<file path="src/rtl/soc_bus_pkg.sv">
// Shared definitions for the two-master SoC bus: arbiter FSM states,
// lock-length default and the peripheral address map on A[8:4].
package soc_bus_pkg;

  typedef enum logic [1:0] {
    IDLE   = 2'd0,
    ACCESS = 2'd1,
    RESP   = 2'd2
  } bus_state_e;

  // Longest run of locked re-grants one master may take while the other waits.
  localparam int MAX_LOCK_DEFAULT = 8;

  // Address map, decoded on A[8:4].
  localparam logic [4:0] DMEM_SEL_LO = 5'h00;
  localparam logic [4:0] DMEM_SEL_HI = 5'h0F;
  localparam logic [4:0] FACT_SEL    = 5'h10;
  localparam logic [4:0] GPIO_SEL    = 5'h12;

  // Select field of a byte address as seen by the address decoder.
  function automatic logic [4:0] addr_sel(input logic [31:0] addr);
    return addr[8:4];
  endfunction

endpackage

</file>
<file path="src/rtl/bus_rr_select.sv">
// Two-way round-robin picker: when both masters request, the one that was
// not granted last wins; a lone requester always wins.
module bus_rr_select (
  input  logic req0,
  input  logic req1,
  input  logic last,
  output logic valid,
  output logic pick
);

  assign valid = req0 | req1;
  assign pick  = (req0 && req1) ? ~last : req1;

endmodule

</file>
<file path="src/rtl/bus_arbiter.sv">
// Two-master bus arbiter (m0 = CPU, m1 = DMA). Each transfer is an ACCESS
// cycle (address/data on the shared bus, gnt high) followed by a RESP cycle
// (ack pulse, read data returned). A master holding lock is re-granted up to
// MAX_LOCK times in a row while the other master is waiting.
module bus_arbiter
  import soc_bus_pkg::*;
#(
  parameter int MAX_LOCK = MAX_LOCK_DEFAULT
) (
  input  logic        clk,
  input  logic        rst_n,
  input  logic        m0_req,
  input  logic        m0_lock,
  input  logic        m0_we,
  input  logic [31:0] m0_addr,
  input  logic [31:0] m0_wd,
  output logic        m0_gnt,
  output logic        m0_ack,
  output logic [31:0] m0_rd,
  input  logic        m1_req,
  input  logic        m1_lock,
  input  logic        m1_we,
  input  logic [31:0] m1_addr,
  input  logic [31:0] m1_wd,
  output logic        m1_gnt,
  output logic        m1_ack,
  output logic [31:0] m1_rd,
  output logic        bus_we,
  output logic [31:0] bus_addr,
  output logic [31:0] bus_wd,
  input  logic [31:0] bus_rd
);

  localparam int CNT_W = $clog2(MAX_LOCK + 1);
  localparam logic [CNT_W-1:0] LOCK_MAX = CNT_W'(MAX_LOCK);

  bus_state_e       state;
  logic             owner;     // 0 = m0, 1 = m1
  logic             last;      // master granted most recently
  logic [CNT_W-1:0] lock_cnt;

  logic rr_valid;
  logic rr_pick;

  bus_rr_select u_rr (
    .req0  (m0_req),
    .req1  (m1_req),
    .last  (last),
    .valid (rr_valid),
    .pick  (rr_pick)
  );

  logic own_req, own_lock, other_req, locked_regrant;

  assign own_req   = owner ? m1_req  : m0_req;
  assign own_lock  = owner ? m1_lock : m0_lock;
  assign other_req = owner ? m0_req  : m1_req;

  // A locked re-grant only counts when it actually keeps the other master
  // waiting; with an idle peer the round-robin re-grants the owner anyway.
  assign locked_regrant = own_req && own_lock && other_req && (lock_cnt < LOCK_MAX);

  // Arbitration FSM: state, owner, round-robin history and lock run length.
  // NOTE: every register here, including the FSM state, is reset
  // asynchronously and updated only with non-blocking assignments.
  always_ff @(posedge clk or negedge rst_n) begin
    if (!rst_n) begin
      state    <= IDLE;
      owner    <= 1'b0;
      last     <= 1'b1;
      lock_cnt <= '0;
    end else begin
      unique case (state)
        IDLE: begin
          lock_cnt <= '0;
          if (rr_valid) begin
            state <= ACCESS;
            owner <= rr_pick;
            last  <= rr_pick;
          end
        end
        ACCESS: begin
          state <= RESP;
        end
        RESP: begin
          if (locked_regrant) begin
            state    <= ACCESS;
            lock_cnt <= lock_cnt + 1'b1;
          end else if (rr_valid) begin
            state <= ACCESS;
            owner <= rr_pick;
            last  <= rr_pick;
            if (rr_pick != owner) lock_cnt <= '0;
          end else begin
            state    <= IDLE;
            lock_cnt <= '0;
          end
        end
        default: state <= IDLE;
      endcase
    end
  end

  // Outputs decode the registered state, so reset clears them immediately.
  logic in_access, in_resp;

  assign in_access = (state == ACCESS);
  assign in_resp   = (state == RESP);

  assign m0_gnt = in_access && !owner;
  assign m1_gnt = in_access &&  owner;
  assign m0_ack = in_resp   && !owner;
  assign m1_ack = in_resp   &&  owner;
  assign m0_rd  = m0_ack ? bus_rd : '0;
  assign m1_rd  = m1_ack ? bus_rd : '0;

  assign bus_we   = in_access && (owner ? m1_we : m0_we);
  assign bus_addr = in_access ? (owner ? m1_addr : m0_addr) : '0;
  assign bus_wd   = in_access ? (owner ? m1_wd   : m0_wd)   : '0;

endmodule

</file>
<file path="config.mk">
export PLATFORM = sky130hd
export DESIGN_NAME = bus_arbiter
export DESIGN_NICKNAME = d
export VERILOG_FILES = /design/src/rtl/soc_bus_pkg.sv /design/src/rtl/bus_rr_select.sv /design/src/rtl/bus_arbiter.sv
export SDC_FILE = /design/constraint.sdc
export NUM_CORES = 1
export LEC_CHECK = 0
export CAP_MARGIN = 20
export CORE_AREA = 3 3 116 118
export CTS_CLUSTER_SIZE = 8
export DETAILED_ROUTE_END_ITERATION = 10
export DIE_AREA = 0 0 119 121
export SYNTH_ARGS = -nofsm -noshare
export SYNTH_HDL_FRONTEND = slang
export SYNTH_SLANG_ARGS = --single-unit
export TNS_END_PERCENT = 20
</file>
<file path="constraint.sdc">
create_clock -name clk -period 2.75 [get_ports clk]
set_input_delay 0.55 -clock clk [delete_from_list [all_inputs] [get_ports clk]]
set_output_delay 0.55 -clock clk [all_outputs]
set_load 0.01 [all_outputs]
</file>
==> qor.txt <==
Final setup violation count = 0
CTS Hold Bufs = 0
Vias/cell = 4.004
Height of the die = 121 um
Chip width = 119 um
Routed WL per cell = 15.12 um
Post-synthesis mux area share = 37.46%
N_diodes = 0
Slew margin rel. = 72.74%
CP max stage cell = clkdlybuf4s50_1
GP Congestion = 0.7360
Clock root buffer = clkbuf_16
Clk network pwr share = 15.2%
Core footprint = 12,570 um^2
Post-synthesis compound-gate area fraction = 3.786%
Cts bufs inserted = 3
Router iterations before antenna repair = 4
CP Capture Type = output pin
First-pass GRT wire length = 16,080 um
Setup Crit Path Kind = flip-flop to output pin
CP startpoint kind = flip-flop
Drt drc = 0
Post-route clock period utilization = 92.80%
Clk buf depth = 2
CTS clk-pin slew, worst paths = 40 ps
Die Area = 14,400 um^2
Max-Cap Viols = 0
Fin crit period = 2552 ps
Initial Util = 14.72%
Post-Syn Area = 1851 um^2
Critical path arrival = 2000 ps
Leakage = 0.002023 uW
Comb pwr share = 75.6%
# IOs = 301
Share of the yosys chip area belonging to registers = 10.89%
Max Freq = 0.3919 GHz
ANT nets after route = 0
Crit path required time = 2200 ps
Layout cells sized above 1 = 2.904%
RSZ-0062 raised after global routing = no
Layout Cells excl Fill = 723
Total grt overflow = 0
Initial antenna violation count = 0
Syn. warnings = 0
Pwr/cell area = 329.6 nW/um^2
Nets = 721
CTS tree = done
Outcome = completed
Max incr delay on CP = 550 ps
Final HPWL DP = 9426 um
Post-synth cell types = 30
Area delta synth->final = 176.6%
Sequential share of power = 9.2%
Int Power = 1085 uW
Hold Vio Cnt, Final = 0
Pins over their slew limit = 0
Resized cells post-CTS = 0
Cell Chain, Critical Path = inv_1 -> nor3b_2 -> buf_6 -> and2_1 -> clkdlybuf4s50_1
Clock Latency Late Sink = 230 ps
Port Buf Inserts = 300
Post-Synthesis Net Count = 433
Sinks on Clock Net = 8
Setup TNS = 0 ps
Cell count after synthesis = 264
Post-Synth XOR/XNOR Area = 0%
Vias in the first global route = 3,127
Via count = 2,895
# placed instances = 719
Hold slack = 523.3 ps
H-tree depth = 1
Largest net degree at the start of global routing = 53
Row cnt = 41
Clock Skew = 1.349 ps
Post-CTS setup buffers = 0
Sw power = 602.1 uW
Peak VDD IR = 0.1935 mV
GRT Overall Usage = 13.84%
Final core occ = 40.73%
1st-iter DRT viols = 74
Simple-gate share of the synthesized area = 41.38%
Seq cells post-synth = 8
Routed Wire Length = 10,940 um
Largest family of logic cells by synthesized area = simple AND/OR/NAND/NOR gates
Measured slew at the worst slew-check pin = 407.6 ps
Synth Area in Adders = 0.6761%
Switching share of total power = 35.68%
Hold Path Class = flip-flop to flip-flop
Worst-path fanout max = 33
Syn_area_per_cell = 7.010 um^2
power groups by stage:
stage / sequential (uW) / combinational (uW) / clock [uW]
finish: 156 / 1270 / 257
detailed placement: 158 / 1290 / 0
global route: 159 / 1380 / 266
global placement: 157 / 1280 / 0
floorplan: 139 / 603 / 0
CTS: 156 / 1300 / 260
worst max-delay path: cells and delay by family, from the launching register on:
family	cells	cell delay, ps
buffers and inverters	3	940
flip-flops	1	460
AND/OR/NAND/NOR	2	360
cell families (layout without fill, tap and decap cells):
| kind of cell | after synthesis | count (layout) |
|---|---|---|
| AOI/OAI and AO/OA | 9 | 9 |
| adders and majority gates | 1 | 1 |
| buffers and inverters | 25 | 312 |
| DFF | 8 | 8 |
| muxes | 69 | 69 |
| and+or+nand+nor | 152 | 152 |
final cells by class:
| type | instances | area [um^2] |
|---|---|---|
| clock buffers | 4 | 78.83 |
| fillers | 1308 | 7450 |
| inverters | 2 | 7.507 |
| multi-input cells | 231 | 1544 |
| flip-flops and latches | 8 | 205.2 |
| well taps | 172 | 215.2 |
| repair buffers | 306 | 3068 |
synthesized netlist by cell type:
library cell  count  area share (%)
nor2_1           70              14
mux2i_1          67              36
and2_1           65              22
clkbuf_1         11             2.2
buf_2             8             2.2
nand2_1           8             1.6
dfrtp_1           7             9.5
buf_1             3            0.61
inv_1             2            0.41
mux2_2            2             1.2
or3_1             2            0.68
a211o_1           1            0.47
a21boi_0          1            0.41
a21boi_1          1            0.41
a22oi_1           1            0.41
a2bb2oi_1         1            0.47
a31o_1            1            0.47
buf_4             1            0.41
dfstp_2           1             1.4
ha_1              1            0.68
nand2b_1          1            0.34
nand3b_1          1            0.41
nand4_1           1            0.34
nor2b_1           1            0.34
nor3_1            1            0.27
nor3_2            1            0.54
nor3b_2           1            0.68
o21ai_0           1            0.27
o311ai_1          1            0.47
o31ai_1           1            0.41
registers in the layout (all words and copies together), names as in the netlist:
register / flops
last: 1
state: 2
lock_cnt: 4
owner: 1
layout by cell type, fill, tap and decap left out, drive strengths merged:
cell             n
mux2             2
ha               1
dfrtp            7
buf              6
and2            65
nor3b            1
a22oi            1
nor2            70
a2bb2oi          1
nor3             2
nand3b           1
a21boi           2
o31ai            1
o21ai            1
a31o             1
a211o            1
clkdlybuf4s50  300
dfstp            1
nand2            8
nand2b           1
clkbuf           4
mux2i           67
or3              2
inv              2
nor2b            1
o311ai           1
nand4            1
metrics by stage:
stage	setup WS [ps]	area, um^2	power (uW)
after floorplan	897.2	1851	741.5
after global placement	411.5	5032	1442
after detailed placement	388.5	5032	1450
after CTS	137.9	5111	1716
after global routing	21.84	5119	1804
final	198.1	5119	1687
worst paths after layout:
path	cells after the start	slack (ps)	startpoint	to
max	5	200	state[1]$_DFFE_PN0P_	m1_rd[31]
min	2	520	lock_cnt[3]$_DFFE_PN0P_	lock_cnt[3]$_DFFE_PN0P_
max reg2reg	5	920	owner$_DFFE_PN0P_	owner$_DFFE_PN0P_
min reg2reg	2	520	lock_cnt[3]$_DFFE_PN0P_	lock_cnt[3]$_DFFE_PN0P_
max in group asynchronous	1	1810	rst_n	owner$_DFFE_PN0P_
min in group asynchronous	1	610	rst_n	state[0]$_DFFE_PN0P_
routing by layer:
layer | part of all wire, % | global-route usage [%] | vias up
li1 | - | - | 1443
met1 | 33 | 12.91 | 1254
met2 | 54 | 28.29 | 189
met3 | 12 | 5.315 | 9
met4 | 1.0 | 2.534 | 0
met5 | 0 | 0 | -
(Power assumes the default switching activity.)
